<file path="src/rtl/reg_dump_pkg.sv">
// Shared types and helpers for the register dump engine.
// The Check state exists only when REG_DUMP_CHECKSUM_EN is defined.
package reg_dump_pkg;

  typedef enum logic [2:0] {
    S_IDLE,
    S_FETCH,
    S_SEND,
`ifdef REG_DUMP_CHECKSUM_EN
    S_CHECK,
`endif
    S_DONE
  } dump_state_e;

  function automatic int get_min_width(input int n);
    return (n <= 2) ? 1 : $clog2(n);
  endfunction

endpackage

</file>
<file path="src/rtl/reg_dump.sv">
// Streams a register file out as valid/ready beats, one word per fetch.
// Define REG_DUMP_CHECKSUM_EN to append an XOR checksum beat.
module reg_dump
  import reg_dump_pkg::*;
#(
  parameter int BitWidth = 32,
  parameter int RegCount = 32,
  localparam int AW = get_min_width(RegCount)
) (
  input  logic                clock,
  input  logic                reset,
  input  logic                start,
  output logic [AW-1:0]       rAddr,
  input  logic [BitWidth-1:0] rData,
  output logic [BitWidth-1:0] outData,
  output logic [AW-1:0]       outAddr,
  output logic                outValid,
  input  logic                outReady,
  output logic                outLast,
  output logic                busy,
  output logic                done
);

  localparam logic [AW-1:0] LastIdx = AW'(RegCount - 1);

`ifdef REG_DUMP_CHECKSUM_EN
  localparam dump_state_e AfterLast = S_CHECK;
`else
  localparam dump_state_e AfterLast = S_DONE;
`endif

  dump_state_e   state, state_nx;
  logic [AW-1:0] index;
  logic [AW-1:0] raddr_q;
  logic          accept;
  logic          at_last;

`ifdef REG_DUMP_CHECKSUM_EN
  logic [BitWidth-1:0] chk;
`endif

  assign accept  = outValid && outReady;
  assign at_last = (index == LastIdx);
  assign rAddr   = (state == S_FETCH) ? index : raddr_q;
  assign busy    = (state != S_IDLE);
  assign done    = (state == S_DONE);

  always_ff @(posedge clock) begin
    if (reset) state <= S_IDLE;
    else       state <= state_nx;
  end

  always_comb begin
    state_nx = state;
    unique case (state)
      S_IDLE:  if (start) state_nx = S_FETCH;
      S_FETCH: state_nx = S_SEND;
      S_SEND:
        if (accept)
          state_nx = at_last ? AfterLast : S_FETCH;
`ifdef REG_DUMP_CHECKSUM_EN
      S_CHECK: if (accept) state_nx = S_DONE;
`endif
      S_DONE:  state_nx = S_IDLE;
      default: state_nx = S_IDLE;
    endcase
  end

  always_ff @(posedge clock) begin
    if (reset) begin
      index    <= '0;
      raddr_q  <= '0;
      outData  <= '0;
      outAddr  <= '0;
      outValid <= 1'b0;
      outLast  <= 1'b0;
`ifdef REG_DUMP_CHECKSUM_EN
      chk      <= '0;
`endif
    end else begin
      unique case (state)
        S_IDLE:
          if (start) begin
            index <= '0;
`ifdef REG_DUMP_CHECKSUM_EN
            chk   <= '0;
`endif
          end
        S_FETCH: begin
          raddr_q  <= index;
          outData  <= rData;
          outAddr  <= index;
          outValid <= 1'b1;
`ifdef REG_DUMP_CHECKSUM_EN
          outLast  <= 1'b0;
          chk      <= chk ^ rData;
`else
          outLast  <= at_last;
`endif
        end
        S_SEND:
          if (accept) begin
            outValid <= 1'b0;
            outLast  <= 1'b0;
            if (!at_last) begin
              index <= index + 1'b1;
            end else begin
`ifdef REG_DUMP_CHECKSUM_EN
              // checksum beat follows the last register directly
              outData  <= chk;
              outAddr  <= '0;
              outValid <= 1'b1;
              outLast  <= 1'b1;
`endif
            end
          end
`ifdef REG_DUMP_CHECKSUM_EN
        S_CHECK:
          if (accept) begin
            outValid <= 1'b0;
            outLast  <= 1'b0;
          end
`endif
        default: ;
      endcase
    end
  end

endmodule

</file>
<file path="config.mk">
export PLATFORM = sky130hd
export DESIGN_NAME = reg_dump
export DESIGN_NICKNAME = d
export VERILOG_FILES = /design/src/rtl/reg_dump_pkg.sv /design/src/rtl/reg_dump.sv
export SDC_FILE = /design/constraint.sdc
export NUM_CORES = 1
export LEC_CHECK = 0
export CAP_MARGIN = 5
export CORE_MARGIN = 2
export CORE_UTILIZATION = 38
export CTS_CLUSTER_SIZE = 40
export DETAILED_ROUTE_END_ITERATION = 10
export PLACE_DENSITY_LB_ADDON = 0.05
export SETUP_SLACK_MARGIN = 0.02
export SLEW_MARGIN = 40
export SYNTH_ARGS = -nofsm -noshare
export SYNTH_HDL_FRONTEND = slang
export SYNTH_SLANG_ARGS = --single-unit
</file>
<file path="constraint.sdc">
create_clock -name clock -period 1.8 [get_ports clock]
set_clock_uncertainty 0.2 [all_clocks]
set_input_delay 0.54 -clock clock [delete_from_list [all_inputs] [get_ports clock]]
set_output_delay 0.54 -clock clock [all_outputs]
set_load 0.02 [all_outputs]
</file>
==> flow_metrics.tcl, run 1 <==
set metrics [dict create \
    r2r_end "index[2]$_SDFFE_PP0P_" \
    wl_per_cell_um 12.1 \
    synth_edf_count 0 \
    r2r.worst_path.cells 6 \
    rsz0062_at_grt "true" \
    synth-simple-area-share_pct 25.8 \
    slew_viol_final 0 \
    drive_gt1_share_pct 22.4 \
    yosysTopAreaCellShare_pct 53.2 \
    ant_nets 0 \
    synthTopCellsByArea "dfxtp_1 (53%), nand2_1 (17%), a21oi_1 (11%), buf_2 (3.1%), nand2b_1 (1.6%)" \
    grt_pass1_wl_mm 7.76 \
    drtIter0Drc 53 \
    cts-root-buf "clkbuf_8" \
    power.total_mw 2.27 \
    syn_inst 237 \
    cp.buffers_inverters 2 \
    wl_mm 5.00 \
    synthAdderAreaFrac_pct 1.30 \
    dieArea_mm2 0.00563 \
    track_usage_pct 17.9 \
    finalHoldViolCount 0 \
    syn_area_mm2 0.00192 \
    htree_levels 2 \
    die_w_um 75.0 \
    antenna_cells 0 \
    final_cells 415 \
    fillCellCount 428 \
    critPathKind "register to output port" \
    synthMostInstantiatedCell "nand2_1" \
    min_period_over_period_pct 111 \
    final.setup.worst_slack_ns -0.199 \
    num-nets-final 386 \
    grt_start_max_net_pins 25 \
    clk_pin_slew_ns 0.09 \
    ys.flop_type "dfxtp_1" \
    max_stage_delay_ns 0.35 \
    start_util_pct 40.1 \
    viasPerCell 4.67 \
    worst_slew_pin_slew_ns 0.504 \
    reg2reg_setup_slack_ns -0.16 \
    gp_congestion 0.832 \
    cp.arrival_ns 1.26 \
    crit_cells 5 \
    yosys.area.top_type "dfxtp_1" \
    hold_path_class "register to register" \
    core_mm2 0.00479 \
    cts_buffer_depth 2 \
    max-slew-margin-rel_pct 66.3 \
    synth_nets 275 \
    yosysSeqAreaShare_pct 53.2 \
    rows 25 \
    synth_xor_xnor_area_share_pct 0 \
    synth_cell_type_count 29 \
    path_cells "and2b_2 > buf_6 > nand2_4 > nand2_2 > buf_6" \
    routed-via-count 1937 \
    timing.critical_path.required_ns 1.06 \
    crit_fanout 6 \
    violations "setup timing" \
    startpoint_type "register" \
    io_buffer_count 81 \
    drc 0 \
    first_pass_iters 4 \
    numCtsBuffers 5 \
    clock-sinks 51 \
    p_per_area_mw_per_mm2 705 \
    place.detailed.hpwl_mm 3.55 \
    grt_pass1_vias 1707 \
    synth_top_family_by_area "simple AND/OR/NAND/NOR gates" \
    cts-hold-fix-buffers 0 \
    ios 82 \
    leakage_nw 1.49 \
    regArea_mm2 0.00103 \
    setup-tns-final_ns -1.34 \
    async_flop_share_pct 0 \
    cp-endpoint "rAddr[2]" \
    clk_latency_ns 0.30 \
    path_common_cell "buf_6" \
    multi_input_area_um2 933 \
    avgSynthCellArea_um2 8.09 \
    endpoint_kind "output port" \
    synth_mux_area_share_pct 1.04 \
    synth_compound_area_share_pct 14.5 \
    cts_tree "done" \
    setup_viol 8 \
    place_inst 402 \
    die_y_um 75.0 \
    irDropWorstVdd_v 0.000407 \
    r2r-start "index[1]$_SDFFE_PP0P_" \
    synth_warnings 0 \
    worstSetupStartpoint "state[1]$_SDFFE_PP0P_" \
    grt_overflow 0 \
    antenna_found_initial 0 \
    timing.fmax_ghz 0.500 \
    synthTopCellsByCount "nand2_1 (85), dfxtp_1 (51), a21oi_1 (44), buf_2 (12), nor2_1 (6)" \
    outcome "complete, but fails checks" \
    critPathSlowestCell "dfxtp_2" \
    ys_ff_latch 51 \
    critPathTopFamily "simple AND/OR/NAND/NOR gates" \
    areaGrowthSynthToFinish_pct 68.0 \
    fin_crit_ns 2.00 \
    cap_violations 0 \
]
-- per-stage QoR --
step / area, µm² / hold WS [ns] / setup WS (ns) / util (%)
global route: 3220 / 0.268 / -0.243 / 67.3
global placement: 3020 / 0.241 / -0.309 / 63.0
CTS: 3130 / 0.256 / -0.208 / 65.3
finish: 3220 / 0.252 / -0.199 / 67.3
floorplan: 1950 / 0.264 / -0.0912 / -
detailed placement: 3020 / 0.246 / -0.335 / 63.0
-- where the power goes --
group          internal, mW  switching, mW  leakage (nW)
Sequential             1.17         0.0208         0.417
Combinational         0.213          0.208          1.03
Clock                 0.302          0.356        0.0470
Total                  1.69          0.585          1.49
-- routing by layer --
layer  track usage (%)  wire, µm  up-vias
met4              5.95        81        0
met5                 0         0        -
met1              23.9      2210      874
met3              3.08       296        9
met2              29.2      2420       54
li1                  -         -     1000
-- layout by cell type, fill, tap and decap left out, types with 3 or more instances in the layout --
| cell | instances |
|---|---|
| nand2_1 | 75 |
| dfxtp_1 | 47 |
| a21oi_1 | 42 |
| dlygate4sd2_1 | 38 |
| clkdlybuf4s50_1 | 34 |
| buf_4 | 33 |
| buf_6 | 13 |
| nor2_1 | 6 |
| clkbuf_8 | 6 |
| nand2_4 | 5 |
| nand2_2 | 5 |
| nand2b_1 | 4 |
| nor2b_1 | 3 |
| nand3b_1 | 3 |
-- worst min path at each step --
stage                       startpoint                       to  cells after the start
3_3_place_gp   outAddr[3]$_SDFFE_PP0P_  outAddr[3]$_SDFFE_PP0P_                      2
5_1_grt        outData[3]$_SDFFE_PP0P_  outData[3]$_SDFFE_PP0P_                      2
3_5_place_dp   outData[3]$_SDFFE_PP0P_  outData[3]$_SDFFE_PP0P_                      2
4_1_cts        outData[3]$_SDFFE_PP0P_  outData[3]$_SDFFE_PP0P_                      2
2_1_floorplan    raddr_q[0]$_SDFF_PP0_    raddr_q[0]$_SDFF_PP0_                      2
6_report       outData[5]$_SDFFE_PP0P_  outData[5]$_SDFFE_PP0P_                      2
-- registers in the layout, summed over array words and instances (netlist names) --
signal	cells
index	5
outLast	1
outAddr	5
state	2
raddr_q	5
outValid	1
outData	32
-- cell type report --
| class | instances | share of cell area, % |
|---|---|---|
| Sequential cell | 51 | 32.0 |
| Clock inverter | 1 | 0.155 |
| Tap cell | 67 | 2.60 |
| Inverter | 1 | 0.117 |
| Multi-Input combinational cell | 169 | 29.0 |
| Clock buffer | 6 | 2.56 |
| Timing Repair Buffer | 120 | 33.6 |
-- cells by family after synthesis --
family                     count (synthesis)
AOI/OAI and AO/OA                         51
and+or+nand+nor                          114
muxes                                      2
buffers and inverters                     17
adders and majority gates                  2
DFF                                       51
-- timing repair --
action,CTS,global route
gates cloned,0,0
gates resized for setup,90,23
setup endpoints to repair,52,14
buffers inserted,4,3
pin swaps,3,10
-- worst register-to-register path: cells and delay by family (launching register included) --
family	cells	cell delay (ns)
simple gates	3	0.90
flops	1	0.36
fa+ha+maj	2	0.32
compound gates	1	0.12
(Power assumes the default switching activity.)
==> run 2, diff against run 1 <==
- TNS_END_PERCENT: not set -> 100
==> results of run 2 <==
The final DEF is identical to that of run 1; final timing and power are the same.
